## config.mk

```make
export PLATFORM = sky130hd
export DESIGN_NAME = light_sequencer
export DESIGN_NICKNAME = d
export VERILOG_FILES = /design/src/rtl/light_sequencer.sv
export SDC_FILE = /design/constraint.sdc
export NUM_CORES = 1
export LEC_CHECK = 0
export CORE_MARGIN = 1.5
export CORE_UTILIZATION = 30
export CTS_CLUSTER_SIZE = 20
export DETAILED_ROUTE_END_ITERATION = 16
export PLACE_DENSITY = 0.58
export SETUP_SLACK_MARGIN = 0.3
export SLEW_MARGIN = 15
export SYNTH_ARGS = -nofsm -noshare
export SYNTH_HDL_FRONTEND = slang
export SYNTH_SLANG_ARGS = --single-unit
```

## constraint.sdc

```tcl
create_clock -name clk_i -period 5.5 [get_ports clk_i]
set_input_delay 0.825 -clock clk_i [delete_from_list [all_inputs] [get_ports clk_i]]
set_output_delay 0.825 -clock clk_i [all_outputs]
set_load 0.01 [all_outputs]
```

## src/rtl/light_sequencer.sv

```systemverilog
// light_sequencer - LED brightness sequencer: OFF/ON/BREATHE/BLINK mode FSM, prescaled level generator, PWM.
// Config is double-buffered in a one-entry pending slot that is applied only at period boundaries.
module light_sequencer #(
  parameter int unsigned W        = 8,
  parameter int unsigned DIV_W    = 16,
  parameter int unsigned DEF_DIV  = 10,
  parameter int unsigned DEF_PEAK = 255
) (
  input  logic             clk_i,
  input  logic             rst_ni,
  input  logic             en_i,
  input  logic             cfg_valid_i,
  output logic             cfg_ready_o,
  input  logic [1:0]       cfg_mode_i,
  input  logic [DIV_W-1:0] cfg_div_i,
  input  logic [W-1:0]     cfg_peak_i,
  output logic [W-1:0]     level_o,
  output logic             pwm_out_o,
  output logic             period_done_o,
  output logic             busy_o
);

  typedef enum logic [1:0] {
    MODE_OFF     = 2'd0,
    MODE_ON      = 2'd1,
    MODE_BREATHE = 2'd2,
    MODE_BLINK   = 2'd3
  } mode_e;

  // PWM counter runs 0..2^W-2 so level 2^W-1 yields a constant-high output.
  localparam logic [W-1:0] PWM_LAST = {{(W-1){1'b1}}, 1'b0};

  mode_e            mode_q, mode_d;
  logic [DIV_W-1:0] div_q, div_d;
  logic [W-1:0]     peak_q, peak_d;
  logic [W-1:0]     level_q, level_d;
  logic             dir_q, dir_d;
  logic [DIV_W-1:0] t_cnt_q, t_cnt_d;
  logic [W-1:0]     pwm_cnt_q, pwm_cnt_d;
  logic             pend_valid_q, pend_valid_d;
  mode_e            pend_mode_q, pend_mode_d;
  logic [DIV_W-1:0] pend_div_q, pend_div_d;
  logic [W-1:0]     pend_peak_q, pend_peak_d;
  logic             pwm_q, pwm_d;
  logic             period_done_q, period_done_d;
  logic             busy_q, busy_d;

  logic tick;
  logic period_end;
  logic capture;
  logic apply;

  assign tick    = en_i & (t_cnt_q == div_q);
  assign capture = cfg_valid_i & ~pend_valid_q;

  always_comb begin
    period_end = 1'b0;
    case (mode_q)
      MODE_BREATHE: period_end = tick & ((peak_q == '0) | (dir_q & (level_q == '0)));
      MODE_BLINK:   period_end = tick & dir_q;
      default:      period_end = 1'b0;
    endcase
  end

  // Steady modes take new settings immediately; ramping modes wait for their period end.
  assign apply = pend_valid_q &
                 (((mode_q == MODE_OFF) | (mode_q == MODE_ON)) ? 1'b1 : period_end);

  always_ff @(posedge clk_i or negedge rst_ni) begin
    if (!rst_ni) begin
      mode_q        <= MODE_OFF;
      div_q         <= DIV_W'(DEF_DIV);
      peak_q        <= W'(DEF_PEAK);
      level_q       <= '0;
      dir_q         <= 1'b0;
      t_cnt_q       <= '0;
      pwm_cnt_q     <= '0;
      pend_valid_q  <= 1'b0;
      pend_mode_q   <= MODE_OFF;
      pend_div_q    <= '0;
      pend_peak_q   <= '0;
      pwm_q         <= 1'b0;
      period_done_q <= 1'b0;
      busy_q        <= 1'b0;
    end else begin
      mode_q        <= mode_d;
      div_q         <= div_d;
      peak_q        <= peak_d;
      level_q       <= level_d;
      dir_q         <= dir_d;
      t_cnt_q       <= t_cnt_d;
      pwm_cnt_q     <= pwm_cnt_d;
      pend_valid_q  <= pend_valid_d;
      pend_mode_q   <= pend_mode_d;
      pend_div_q    <= pend_div_d;
      pend_peak_q   <= pend_peak_d;
      pwm_q         <= pwm_d;
      period_done_q <= period_done_d;
      busy_q        <= busy_d;
    end
  end

  always_comb begin
    mode_d       = mode_q;
    div_d        = div_q;
    peak_d       = peak_q;
    level_d      = level_q;
    dir_d        = dir_q;
    t_cnt_d      = t_cnt_q;
    pend_valid_d = pend_valid_q;
    pend_mode_d  = pend_mode_q;
    pend_div_d   = pend_div_q;
    pend_peak_d  = pend_peak_q;
    pwm_cnt_d    = (pwm_cnt_q == PWM_LAST) ? '0 : pwm_cnt_q + W'(1);

    if (en_i) begin
      t_cnt_d = tick ? '0 : t_cnt_q + DIV_W'(1);
    end

    // dir_q: 0 = rising / at zero, 1 = falling / at peak.
    if (tick) begin
      case (mode_q)
        MODE_OFF: level_d = '0;
        MODE_ON:  level_d = peak_q;
        MODE_BREATHE: begin
          if (peak_q == '0) begin
            level_d = '0;
            dir_d   = 1'b0;
          end else if (!dir_q) begin
            if (level_q == peak_q) begin
              dir_d   = 1'b1;
              level_d = peak_q - W'(1);
            end else begin
              level_d = level_q + W'(1);
            end
          end else begin
            if (level_q == '0) begin
              dir_d   = 1'b0;
              level_d = W'(1);
            end else begin
              level_d = level_q - W'(1);
            end
          end
        end
        MODE_BLINK: begin
          level_d = dir_q ? '0 : peak_q;
          dir_d   = ~dir_q;
        end
        default: level_d = level_q;
      endcase
    end

    if (capture) begin
      pend_valid_d = 1'b1;
      pend_mode_d  = mode_e'(cfg_mode_i);
      pend_div_d   = cfg_div_i;
      pend_peak_d  = cfg_peak_i;
    end

    if (apply) begin
      mode_d       = pend_mode_q;
      div_d        = pend_div_q;
      peak_d       = pend_peak_q;
      level_d      = (pend_mode_q == MODE_ON) ? pend_peak_q : '0;
      dir_d        = 1'b0;
      t_cnt_d      = '0;
      pend_valid_d = 1'b0;
    end
  end

  always_comb begin
    period_done_d = period_end;
    busy_d        = (mode_d != MODE_OFF);
    pwm_d         = en_i & (pwm_cnt_q < level_q);
  end

  assign cfg_ready_o   = ~pend_valid_q;
  assign level_o       = level_q;
  assign pwm_out_o     = pwm_q;
  assign period_done_o = period_done_q;
  assign busy_o        = busy_q;

endmodule

```

======== Word level (Yosys, flattened, before mapping) ========
Index checks and enable logic that the tools add are counted.
word-level totals
  memories ................................ 0
  memory bits (read-only) ................. 0
  memory bits (writable) .................. 0
  logic and storage cells ................. 72
  flip-flop bits (word level) ............. 89
  latch bits .............................. 0
operators by class
  multiplexer cells ....................... 25
  shift operators ......................... 0
  bitwise logic cells ..................... 11
  $add $sub $neg .......................... 5
  reduce and logical (&&, ||, !) cells .... 9
  equal/unequal tests ..................... 7
  multiply operators ...................... 0
  order comparisons ....................... 1
  div/mod/pow operators ................... 0
operators by type and width
  operator                                          number
  two-way mux 8 bit                                 9
  two-way mux 16 bit                                3
  case mux 8 bit (4 select lines)                   1
  adder 16 x 1 -> 16 bit, second input constant     1
  adder 8 x 1 -> 8 bit, second input constant       2
  == test 16 bit                                    1
  zero test 8 bit                                   2
  subtractor 8 x 1 -> 8 bit, second input constant  2
  two-way mux 1 bit                                 9
  == test 8 bit                                     1
  == test 8 bit, second input constant              1
  < comparator 8 bit                                1
  nonzero test 2 bit                                4
  AND 1 bit                                         7
  == test 2 x 1 -> 1 bit, second input constant     2
  == test 2 bit, second input constant              2
  case mux 1 bit (2 select lines)                   2
  nonzero test 3 bit                                1
  zero test 2 bit                                   1
  two-way mux 2 bit                                 1
  inverter 1 bit                                    2
  OR 1 bit                                          2
  AND reduction 2 bit                               1

======== Longest topological paths before layout ========
  depth after elaboration ................. 9
  gate-level depth with buffers ........... 11

======== Worst setup path after synthesis ========
Ideal clock, no wire load.
  path kind ............................... flip-flop to flip-flop
  start ................................... reg level_q[3] (netlist: level_o[3])
  end ..................................... reg div_q[13]
  data arrival time ....................... 2605 ps
  required time ........................... 5375 ps
  setup time .............................. 125 ps
  setup slack ............................. 2770 ps
  stages on the path, launching flop included .. 9
  period minus slack after synthesis ...... 2730 ps
  path buffers ............................ 3
  path through ............................ dfrtp_1 buf_6 or4_4 or4_4 o211a_2 o32a_1 buf_6 buf_12 mux2_4
between the ends
  cells in the longest elaborated chain, start to end .. 7
ends and longest elaborated chain
  item                             line  source
  start: declaration               36    logic [W-1:0] level_q, level_d;
  start signal: assignment         89    level_q <= level_d;
  zero test 8 bit                  59    MODE_BREATHE: period_end = tick & ((peak_q == '0) | (dir_q & (level_q == '0)));
  AND 1 bit                        59
  OR 1 bit                         59
  AND 1 bit                        59
  case mux 1 bit (2 select lines)  58    case (mode_q)
  two-way mux 1 bit                67    (((mode_q == MODE_OFF) | (mode_q == MODE_ON)) ? 1'b1 : period_end);
  AND 1 bit                        66    assign apply = pend_valid_q &
  end signal: assignment           72    div_q <= DIV_W'(DEF_DIV);
  end signal: assignment           87    div_q <= div_d;
  end: declaration                 34    logic [DIV_W-1:0] div_q, div_d;
Every way passes these cells.
A chain may end at the register's enable or synchronous reset.

======== Worst setup path after layout ========
  start ................................... reg level_q[2] (netlist: level_o[2])
  end ..................................... reg div_q[15]
Same word-level chain as after synthesis.

==> impl_metrics.json <==
{
  "fin_cells": 702,
  "wire_per_inst_um": 16.1,
  "path_depth": 5,
  "netlist_area_um2": 4950,
  "diodes": 0,
  "end_kind": "register",
  "cts_max_path_buffers": 2,
  "syn_inst": 448,
  "ant_nets": 0,
  "peakVddDrop_uv": 294,
  "post_cts_buffers": 0,
  "htreeDepth": 3,
  "grt_pass1_wl_um": 18900,
  "syn-num-nets": 493,
  "stdcell_area_um2": 5850,
  "crit_path_start_kind": "register",
  "track_usage_pct": 13.8,
  "ys_ff_latch": 89,
  "clock_latency_ns": 0.35,
  "ys_warn_count": 0,
  "status": "finished, final reports clean",
  "fin_ws_ns": 2.36,
  "slew_viol_final": 0,
  "slew_headroom_pct": 30.0,
  "dieWidth_um": 131,
  "timing.final.crit_share_pct": 57.0,
  "clk_root_buffer_cell": "clkbuf_16",
  "core-area_um2": 16000,
  "p_comb_share_pct": 40.9,
  "critPathMaxFanout": 37,
  "gr-max-usage-layer": "met2",
  "p_sw_share_pct": 36.1,
  "worst-setup-path-type": "reg -> reg",
  "ys.flop_type": "dfrtp_1",
  "synth_top_area_share_pct": 40.0,
  "fin_crit_ns": 3.14,
  "dp.cells": 686,
  "slowest_stage": "o32a_2",
  "synth_area_per_cell_um2": 11.0,
  "pwr-share-clk_pct": 20.5,
  "io_buffers": 41,
  "first_pass_iters": 4,
  "grt_pass1_vias": 3617,
  "clkTransAtPathRegs_ns": 0.07,
  "setup_tns_ns": 0,
  "synth_edf_count": 0,
  "routabilityCongestion": 0.883,
  "skew_ns": 0.00959,
  "drt_iter0_markers": 256,
  "num_io_pins": 42,
  "final_hold_viol_count": 0,
  "setup-violations-final": 0,
  "critical_path.n_buffers_inverters": 0,
  "p_leak_nw": 2.49,
  "drive_gt1_share_pct": 19.1,
  "critical_path.top_delay_family": "simple AND/OR/NAND/NOR gates",
  "finalNetCount": 526,
  "max_slew.worst_pin.slew_ns": 1.05,
  "die_area_um2": 17300,
  "met2_usage_pct": 22.6,
  "vias": 3520,
  "synthTopCellsByArea": "dfrtp_1, mux2_2, mux2_4",
  "start_util_pct": 30.9,
  "fmax_mhz": 319,
  "drt_wl_total_um": 11300,
  "cts_resized": 0,
  "seq_area_frac_synth_pct": 45.3,
  "grtUsageMet1_pct": 17.9,
  "cts_tree": "built",
  "synth_area_leader_cell": "dfrtp_1",
  "critPathMostFrequentCell": "or4_4",
  "r2r_cells": 5,
  "ys_async_sr_fraction_pct": 100,
  "hold_path.class": "in -> async",
  "internal_power_mw": 2.11,
  "dpl_cell_area_um2": 5520,
  "via_per_inst": 5.01,
  "grt_setup_unrepaired": "no",
  "switchingPower_mw": 1.19,
  "clock_sinks": 89,
  "synth_cell_type_count": 55,
  "hpwlAfterDp_um": 8000,
  "cp.required_ns": 5.73,
  "cp_slowest_stage_delay_ns": 0.76,
  "die_y_um": 131,
  "arrival_ns": 3.36,
  "use_met3_pct": 2.62,
  "sequentialPowerShare_pct": 38.6,
  "cts_buffers": 9,
  "grt_max_degree": 78,
  "ctsHoldBuffers": 0,
  "post-route-drc-count": 0,
  "drv_cap": 0,
  "fp-row-count": 46,
  "dp_slack_ns": 2.31,
  "powerDensity_nw_per_um2": 564,
  "antenna_found_initial": 0,
  "area_growth_syn_to_layout_pct": 18.3,
  "path_cells": "or4_4, or4_4, o211a_2, o32a_2, mux2_4",
  "grt-ovfl-total": 0
}
[final cells by class]
type | count | area [um^2]
inverters | 15 | 56.3
clock inverters | 5 | 77.6
well taps | 216 | 270
clock buffers | 11 | 253
fillers | 1628 | 10100
multi-input cells | 321 | 2520
flip-flops and latches | 89 | 2240
repair buffers | 45 | 438
[cell usage in the layout, fill, tap and decap left out, types with 10 or more instances in the layout]
master           netlist  routed
clkdlybuf4s50_1        0      40
dfrtp_1               79      79
dfstp_2               10      10
ha_1                  15      15
inv_1                 15      15
mux2_2                34      34
mux2_4                19      19
nand2_1               27      27
nand3_1               15      15
nor2_1                28      28
o21ai_0               13      13
xnor2_1               28      28
xor2_1                29      29
[per-stage QoR]
| stage | power, mW | utilization [%] | hold slack, ns |
|---|---|---|---|
| 5_1_grt | 3.53 | 36.6 | 0.310 |
| 6_report | 3.30 | 36.6 | 0.311 |
| 3_3_place_gp | 2.60 | 34.5 | 0.486 |
| 4_1_cts | 3.33 | 36.6 | 0.302 |
| 2_1_floorplan | 2.26 | - | 0.469 |
| 3_5_place_dp | 2.63 | 34.5 | 0.494 |
[synth_stat cells, drive strengths merged, types with 3 or more instances]
cell,count
buf,8
nor4,6
nor2b,4
nor2,28
or2,3
xnor2,28
and3,5
and4,4
a21o,9
ha,15
mux2i,5
o21ai,14
nor3,6
a32oi,5
clkbuf,15
inv,15
nand2b,4
dfstp,10
a31oi,4
nand4,9
mux2,53
nor3b,3
nand2,27
nand3,15
or4,6
o22ai,7
xor2,29
a21oi,6
dfrtp,79
[worst register-to-register path, cell delays in order (launching register included)]
cell     delay, ns
dfrtp_1       0.53
or4_4         0.61
or4_4         0.51
o211a_2       0.17
o32a_2        0.76
mux2_4        0.44
[logic make-up after synthesis]
kind of cell,share of synthesized area [%]
and+or+nand+nor,13.7
DFF,45.3
AOI/OAI and AO/OA,8.70
muxes,14.5
xor gates and xnor gates,10.1
buffers and inverters,3.92
adders and majority gates,3.79
[state kept, by name, indices dropped and copies added, names as in the netlist]
signal         cells
pwm_out_o          1
t_cnt_q           16
level_o            8
mode_q             2
busy_o             1
dir_q              1
div_q             16
pend_mode_q        2
peak_q             8
pwm_cnt_q          8
period_done_o      1
pend_peak_q        8
pend_valid_q       1
pend_div_q        16
[layer usage]
metal | routed length [um] | vias to the layer above | part of all wire (%)
met3 | 481 | 14 | 4.3
met4 | 196 | 0 | 1.7
met2 | 5510 | 79 | 49
met1 | 5110 | 1777 | 45
met5 | 0 | - | 0
li1 | - | 1650 | -
[power by group through the flow]
stage	Sequential (mW)	Clock (mW)	Combinational (mW)
floorplan	1.12	0	1.14
global placement	1.27	0	1.32
detailed placement	1.28	0	1.35
CTS	1.27	0.696	1.36
global route	1.31	0.724	1.49
finish	1.27	0.677	1.35
[path summary, 6_finish.rpt]
| check | to | slack [ns] | from |
|---|---|---|---|
| min reg2reg | div_q[13] | 0.50 | pend_div_q[13] |
| max reg2reg | div_q[15] | 2.36 | level_o[2] |
| min | pend_div_q[14] | 0.31 | rst_ni |
| max in group asynchronous | pend_peak_q[3] | 3.99 | rst_ni |
| max | div_q[15] | 2.36 | level_o[2] |
| min in group clk_i | div_q[13] | 0.50 | pend_div_q[13] |
(Power assumes the default switching activity.)
